$ cat src/rtl/fetch_unit.sv
// Instruction-fetch stage: owns the PC, runs the imem req/ack handshake and
// feeds a one-deep IF/ID register backed by a one-entry hold buffer.
module fetch_unit #(
    parameter logic [7:0]  RESET_PC = 8'h00,
    parameter int unsigned INSTR_W  = 16
) (
    input  logic               clk,
    input  logic               rst,
    input  logic [7:0]         PC_out,
    input  logic [1:0]         BS_out,
    output logic [7:0]         PC_value,
    output logic               imem_req,
    output logic [7:0]         imem_addr,
    input  logic               imem_ack,
    input  logic [INSTR_W-1:0] imem_data,
    output logic [INSTR_W-1:0] ir_out,
    output logic [7:0]         ir_pc,
    output logic               ir_valid,
    input  logic               id_stall
);

    typedef enum logic [1:0] {IDLE, REQ, BUF, DRAIN} state_t;

    state_t               state;
    logic [7:0]           pc_reg;
    logic [INSTR_W-1:0]   hold_data;
    logic [7:0]           hold_pc;

    logic                 consume;
    logic                 redirect;
    logic                 ir_free;
    logic [7:0]           pc_inc;

    assign consume  = ir_valid & ~id_stall;
    assign redirect = consume & (BS_out != 2'b00);
    assign ir_free  = ~ir_valid | ~id_stall;
    assign pc_inc   = pc_reg + 8'd1;
    assign PC_value = pc_reg;

    always_ff @(posedge clk) begin
        if (rst) begin
            state     <= IDLE;
            pc_reg    <= RESET_PC;
            imem_req  <= 1'b0;
            imem_addr <= RESET_PC;
            ir_out    <= '0;
            ir_pc     <= '0;
            ir_valid  <= 1'b0;
            hold_data <= '0;
            hold_pc   <= '0;
        end else begin
            case (state)
                IDLE: begin
                    state     <= REQ;
                    imem_req  <= 1'b1;
                    imem_addr <= pc_reg;
                end
                REQ: begin
                    // In REQ imem_addr always equals pc_reg, so pc_inc is the next address.
                    if (redirect) begin
                        pc_reg   <= PC_out;
                        ir_valid <= 1'b0;
                        if (imem_ack) begin
                            imem_addr <= PC_out;
                        end else begin
                            state <= DRAIN;
                        end
                    end else if (imem_ack && ir_free) begin
                        ir_out    <= imem_data;
                        ir_pc     <= imem_addr;
                        ir_valid  <= 1'b1;
                        pc_reg    <= pc_inc;
                        imem_addr <= pc_inc;
                    end else if (imem_ack) begin
                        hold_data <= imem_data;
                        hold_pc   <= imem_addr;
                        pc_reg    <= pc_inc;
                        imem_req  <= 1'b0;
                        state     <= BUF;
                    end else if (consume) begin
                        ir_valid <= 1'b0;
                    end
                end
                BUF: begin
                    if (redirect) begin
                        pc_reg    <= PC_out;
                        imem_addr <= PC_out;
                        ir_valid  <= 1'b0;
                        imem_req  <= 1'b1;
                        state     <= REQ;
                    end else if (consume) begin
                        ir_out    <= hold_data;
                        ir_pc     <= hold_pc;
                        ir_valid  <= 1'b1;
                        imem_addr <= pc_reg;
                        imem_req  <= 1'b1;
                        state     <= REQ;
                    end
                end
                DRAIN: begin
                    if (redirect) begin
                        pc_reg   <= PC_out;
                        ir_valid <= 1'b0;
                    end else if (imem_ack) begin
                        imem_addr <= pc_reg;
                        state     <= REQ;
                    end else if (consume) begin
                        ir_valid <= 1'b0;
                    end
                end
                default: begin
                    state    <= IDLE;
                    imem_req <= 1'b0;
                end
            endcase
        end
    end

endmodule

$ cat config.mk
export PLATFORM = sky130hd
export DESIGN_NAME = fetch_unit
export DESIGN_NICKNAME = d
export VERILOG_FILES = /design/src/rtl/fetch_unit.sv
export SDC_FILE = /design/constraint.sdc
export NUM_CORES = 1
export LEC_CHECK = 0
export CORE_UTILIZATION = 46
export CTS_CLUSTER_DIAMETER = 100
export DETAILED_ROUTE_END_ITERATION = 7
export PLACE_DENSITY = 0.83
export RECOVER_POWER = 25
export SYNTH_ARGS = -nofsm -noshare
export SYNTH_HDL_FRONTEND = slang
export SYNTH_SLANG_ARGS = --single-unit
$ cat constraint.sdc
create_clock -name clk -period 1.6 [get_ports clk]
set_input_delay 0.48 -clock clk [delete_from_list [all_inputs] [get_ports clk]]
set_output_delay 0.48 -clock clk [all_outputs]
set_load 0.005 [all_outputs]
======== Word-level counts from Yosys, hierarchy flattened ========
Index checks and enable logic that the tools add are counted.
storage, ports and cells
  register bits ........................... 68
  input bits .............................. 30
  logic and storage cells ................. 96
cells by class
  add/subtract/negate cells ............... 1
  equality and inequality tests ........... 19
  mux-type cells .......................... 45
  bitwise operators ....................... 7
  reductions and logical operators ........ 15
operators with widths
  operator               number
  $mux W8                15
  $mux W16               4
  $pmux W16 S2           1
  $pmux W8 S2            2
  $pmux W8 S4            1
  $ne A3 B3 Y1 const B   6
  $mux W2                8
  $ne A2 B2 Y1 const B   8
  $reduce_and A5 Y1      3
  $mux W1                11
  $add A8 B1 Y8 const B  1
  $pmux W2 S4            1
  $pmux W1 S3            2
  $reduce_and A6 Y1      1
  $reduce_bool A2 Y1     3
  $reduce_bool A3 Y1     2
  $eq A2 B2 Y1 const B   2
  $ne A4 B4 Y1 const B   1
  $not A1 Y1             4
  $reduce_and A4 Y1      1
  $reduce_and A3 Y1      1
  $and A1 B1 Y1          2
  $eq A2 B1 Y1 const B   1
  $logic_not A2 Y1       1
  other kinds (5)        5

======== Longest topological paths before layout ========
  depth in word-level cells ............... 7
  depth in mapped cells ................... 9
  depth with buffers taken out ............ 7

======== Worst setup path after synthesis ========
OpenSTA, ideal clock, no wires.
  path kind ............................... register to register
  start point ............................. register state[0]
  end point ............................... register imem_addr[7]
  library setup time ...................... 0.123 ns
  data arrival time ....................... 1.598 ns
  setup slack ............................. -0.121 ns
  cell stages (with the launch flop) ...... 10
  buffers on the path ..................... 2
  path through ............................ dfxtp_1 -> inv_1 -> ha_1 -> buf_2 -> inv_1 -> nor2_2 -> a211oi_2 -> buf_4 -> nand3b_1 -> o41ai_1
between the ends
  cells in the longest elaborated chain, start to end .. 3
  elaborated cells on any way between the ends .. 11
  classes of those cells .................. eq/ne: 8; mux: 1; reduce/logical: 2
RTL lines
  what                                                           line  text
  start, declared                                                24    state_t state;
  start signal, assigned                                         42    state <= IDLE;
  start signal, assigned                                         54    state <= REQ;
  start signal, assigned                                         66    state <= DRAIN;
  $eq A2 B1 Y1 / $eq A2 B2 Y1 (equally long branches)            52    case (state)
  $ne A3 B3 Y1 (no line) / $ne A2 B2 Y1 (equally long branches)  -
  $reduce_and A5 Y1 (no line)                                    -
  end signal, assigned                                           56    imem_addr <= pc_reg;
  end signal, assigned                                           64    imem_addr <= PC_out;
  end signal, assigned                                           73    imem_addr <= pc_inc;
  end, declared                                                  13    output logic [7:0] imem_addr,
Parallel ways exist; a longest one is shown, timed or not.
A chain may end at the register's enable or synchronous reset.

======== Final worst setup path ========
  start point ............................. register state[1]
  end point ............................... register ir_out[11]
between the ends
  cells in the longest elaborated chain, start to end .. 3
  elaborated cells on any way between the ends .. 9
  classes of those cells .................. eq/ne: 6; mux: 1; reduce/logical: 2
RTL lines
  what                                                                 line  text
  $eq A2 B1 Y1 / $eq A2 B2 Y1 (equally long branches)                  52
  $ne A2 B2 Y1 (no line) / $reduce_bool A2 Y1 (equally long branches)  -
  $reduce_and A5 Y1 (no line)                                          -
  end signal, assigned                                                 69    ir_out <= imem_data;
  end signal, assigned                                                 92    ir_out <= hold_data;
  end, declared                                                        16    output logic [INSTR_W-1:0] ir_out,
Parallel ways exist; a longest one is shown, timed or not.

==> summary.txt <==
Placed design
  – PortBufs: 71
  – Hpwl dp: 6636 um
  – Placed inst area: 4609 um^2
  – RD Place Congestion: 0.9189

Clock tree
  – CTS tree: done
  – Root Driver: clkbuf_8
  – Worst-path clk slew: 0.08 ns
  – Clock sinks: 68
  – Htree depth: 3
  – Clock Latency Late Sink: 0.36 ns
  – TritonCTS Buffers: 9
  – Clk buf depth: 2

Detailed routing
  – Drt total wl: 15100 um
  – Routed Antenna Nets: 0
  – Via count: 4171
  – DR iter-0 viols: 288
  – Via density: 6.282
  – DR WL/cell: 22.74 um
  – 1st-pass router iterations: 5
  – DRC: 0

Die
  – Total core area: 6907 um^2
  – Site row count: 30
  – Die area: 7652 um^2
  – Io pins: 72
  – Die Ht: 87.48 um
  – Initial Util: 48.66%
  – Die Wd: 87.48 um

GRT
  – Initial antenna violation count: 0
  – Grt ovf: 0
  – Vias in the first global route: 4089
  – First-pass GRT wire length: 20670 um
  – Gr usage total: 35.86%
  – Pin count of the biggest net entering global routing: 63

Outcome
  – Failing checks: negative setup slack
  – Status: finished with violations

Timing
  – Tightest Pin Transition: 0.3561 ns
  – Fin. Hold Viols: 0
  – Crit share post-route: 110.5%
  – Peak Freq: 565.7 MHz
  – Worst setup margin: -0.1678 ns
  – Final Setup Violations: 55
  – Tmin final: 1.768 ns
  – RSZ-0062 raised after global routing: yes
  – Worst rel slew slack: 76.26%
  – Final Slew Violations: 0
  – Clk_skew: 0.01046 ns

Setup path
  – Critical Path RT: 1.87 ns
  – Critical Path Start Type: register
  – Critical-path maximum fanout: 6
  – Worst setup path start: state[1]
  – CP Capture Type: register
  – Critical path arrival: 2.04 ns
  – R2r setup slk: -0.17 ns
  – Reg2Reg Launch Point: state[1]
  – Critical R2R Capture: ir_out[11]
  – CP Capture Point: ir_out[11]
  – Setup CP Type: reg -> reg
  – Cells on worst reg2reg path: 9

Final layout
  – Final #Nets: 598
  – Area growth, synth to finish: 77.36%
  – Final Util: 86.30%
  – Most common cell after layout, fill and taps aside: buf_4
  – # diodes: 0
  – # fillers: 314
  – Leading cell types in the layout, fill and taps excluded: 74 x buf_4, 57 x nand2_1, 43 x dlygate4sd2_1, 33 x dfxtp_1, 30 x dfxtp_2
  – Share of layout cells above drive strength 1: 47.18%
  – Design area: 5961 um^2

Pwr
  – Worst VDD drop: 978.9 uV
  – Power per cell area: 1896 nW/um^2
  – Pleak: 2.357 nW

Synthesis
  – #FFs+latches synth: 68
  – Post-synth EDFFs: 0
  – Leading register cell type out of synthesis: dfxtp_1
  – Main area contributors after synthesis: dfxtp_1 41%, mux2i_1 8.0%, nand2_1 6.7%, a211oi_1 5.6%, a21oi_1 5.4%
  – Syn_nets: 437
  – Yosys Warn Count: 0
  – Mapped Area: 3361 um^2
  – Post-Synthesis Cells: 402
  – Synth top area share: 40.51%
  – FFs w/ async S/R, synth: 0%
  – Largest area contributor in the netlist: dfxtp_1
  – Mapped Avg Cell Area: 8.360 um^2
  – Synth cell types: 58
  – Sequential share of the synthesized area: 40.51%

Flow run
  – Max Cap Violations: 0

Worst hold path
  – Hold crit path type: reg -> reg
layout make-up:
type	instances	area [um^2]	share of cell area, %
inverters	11	53.80	0.9026
flip-flops and latches	68	1418	23.78
well taps	96	120.1	2.015
clock inverters	7	98.84	1.658
repair buffers	179	1785	29.95
clock buffers	9	123.9	2.078
multi-input cells	294	2361	39.61
metrics by stage:
| stage | hold slack [ns] | std cells | power [mW] | setup slack [ns] | setup TNS [ns] |
|---|---|---|---|---|---|
| 6_report | 0.4638 | 664 | 11.30 | -0.1678 | -4.106 |
| 4_1_cts | 0.4569 | 659 | 10.10 | -0.08844 | -1.206 |
| 3_5_place_dp | 0.4461 | 601 | 6.676 | -0.6825 | -35.55 |
| 2_1_floorplan | 0.4360 | 402 | 4.626 | -0.002953 | -0.004840 |
| 3_3_place_gp | 0.4408 | 601 | 6.551 | -0.6245 | -31.12 |
| 5_1_grt | 0.4801 | 664 | 11.67 | -0.1831 | -6.361 |
flip-flops by register name (all words and copies together), names as in the netlist:
register   cells
PC_value       8
hold_data     16
hold_pc        8
imem_addr      8
imem_req       1
ir_out        16
ir_pc          8
ir_valid       1
state          2
cell usage after synthesis, drive strengths merged (3+ instances only):
| master | n |
|---|---|
| a211oi | 26 |
| a21boi | 3 |
| a21oi | 36 |
| a22oi | 3 |
| a31oi | 6 |
| buf | 16 |
| clkbuf | 13 |
| dfxtp | 68 |
| ha | 5 |
| inv | 10 |
| mux2i | 27 |
| nand2 | 60 |
| nand3 | 8 |
| nor2 | 42 |
| nor3 | 3 |
| o211ai | 4 |
| o21ai | 27 |
| o22ai | 3 |
| or3 | 5 |
logic make-up after synthesis:
logic type	count (synthesis)	synth area share (%)
buffers and inverters	40	5.547
AND/OR/NAND/NOR	129	17.57
flip-flops	68	40.51
XOR/XNOR	4	1.043
multiplexers	27	8.042
adder cells (fa/ha/maj)	5	1.862
AO/OA/AOI/OAI	129	25.43
routing by layer:
metal | wire (um) | up-vias | track usage (%)
met5 | 0 | - | 0
met4 | 1150 | 0 | 18.18
met3 | 1258 | 111 | 8.531
met2 | 7396 | 317 | 63.35
met1 | 5292 | 1974 | 40.02
li1 | - | 1769 | -
power breakdown:
group | internal, mW | switching [mW] | total [mW] | leakage [nW]
logic | 3.56 | 3.46 | 7.02 | 1.68
registers | 2.24 | 0.420 | 2.66 | 0.570
clock network | 0.885 | 0.738 | 1.62 | 0.110
critical path: stages (launching register included):
cell and delay (ns):
dfxtp_4 0.40, inv_4 0.05, ha_4 0.17, mux2i_4 0.20, nor3_4 0.20, buf_12 0.16, buf_12 0.13, buf_16 0.14
nor2_4 0.04, a211oi_2 0.20
worst min-delay path by stage:
stage | slack, ns | startpoint | cells past startpoint | end
floorplan | 0.44 | hold_data[0] | 2 | hold_data[0]
global placement | 0.44 | hold_pc[3] | 2 | hold_pc[3]
detailed placement | 0.45 | hold_data[11] | 2 | hold_data[11]
CTS | 0.46 | hold_data[11] | 2 | hold_data[11]
global route | 0.48 | hold_data[5] | 2 | hold_data[5]
finish | 0.46 | hold_pc[7] | 2 | hold_pc[7]
timing repair:
action	4_1_cts	5_1_grt
endpoints found under the setup margin	110	69
hold buffers	0	0
pin swaps	41	20
gates cloned	8	1
setup buffers	35	8
gates resized for setup	188	67
No activity file was read; power rests on OpenSTA's default activity.
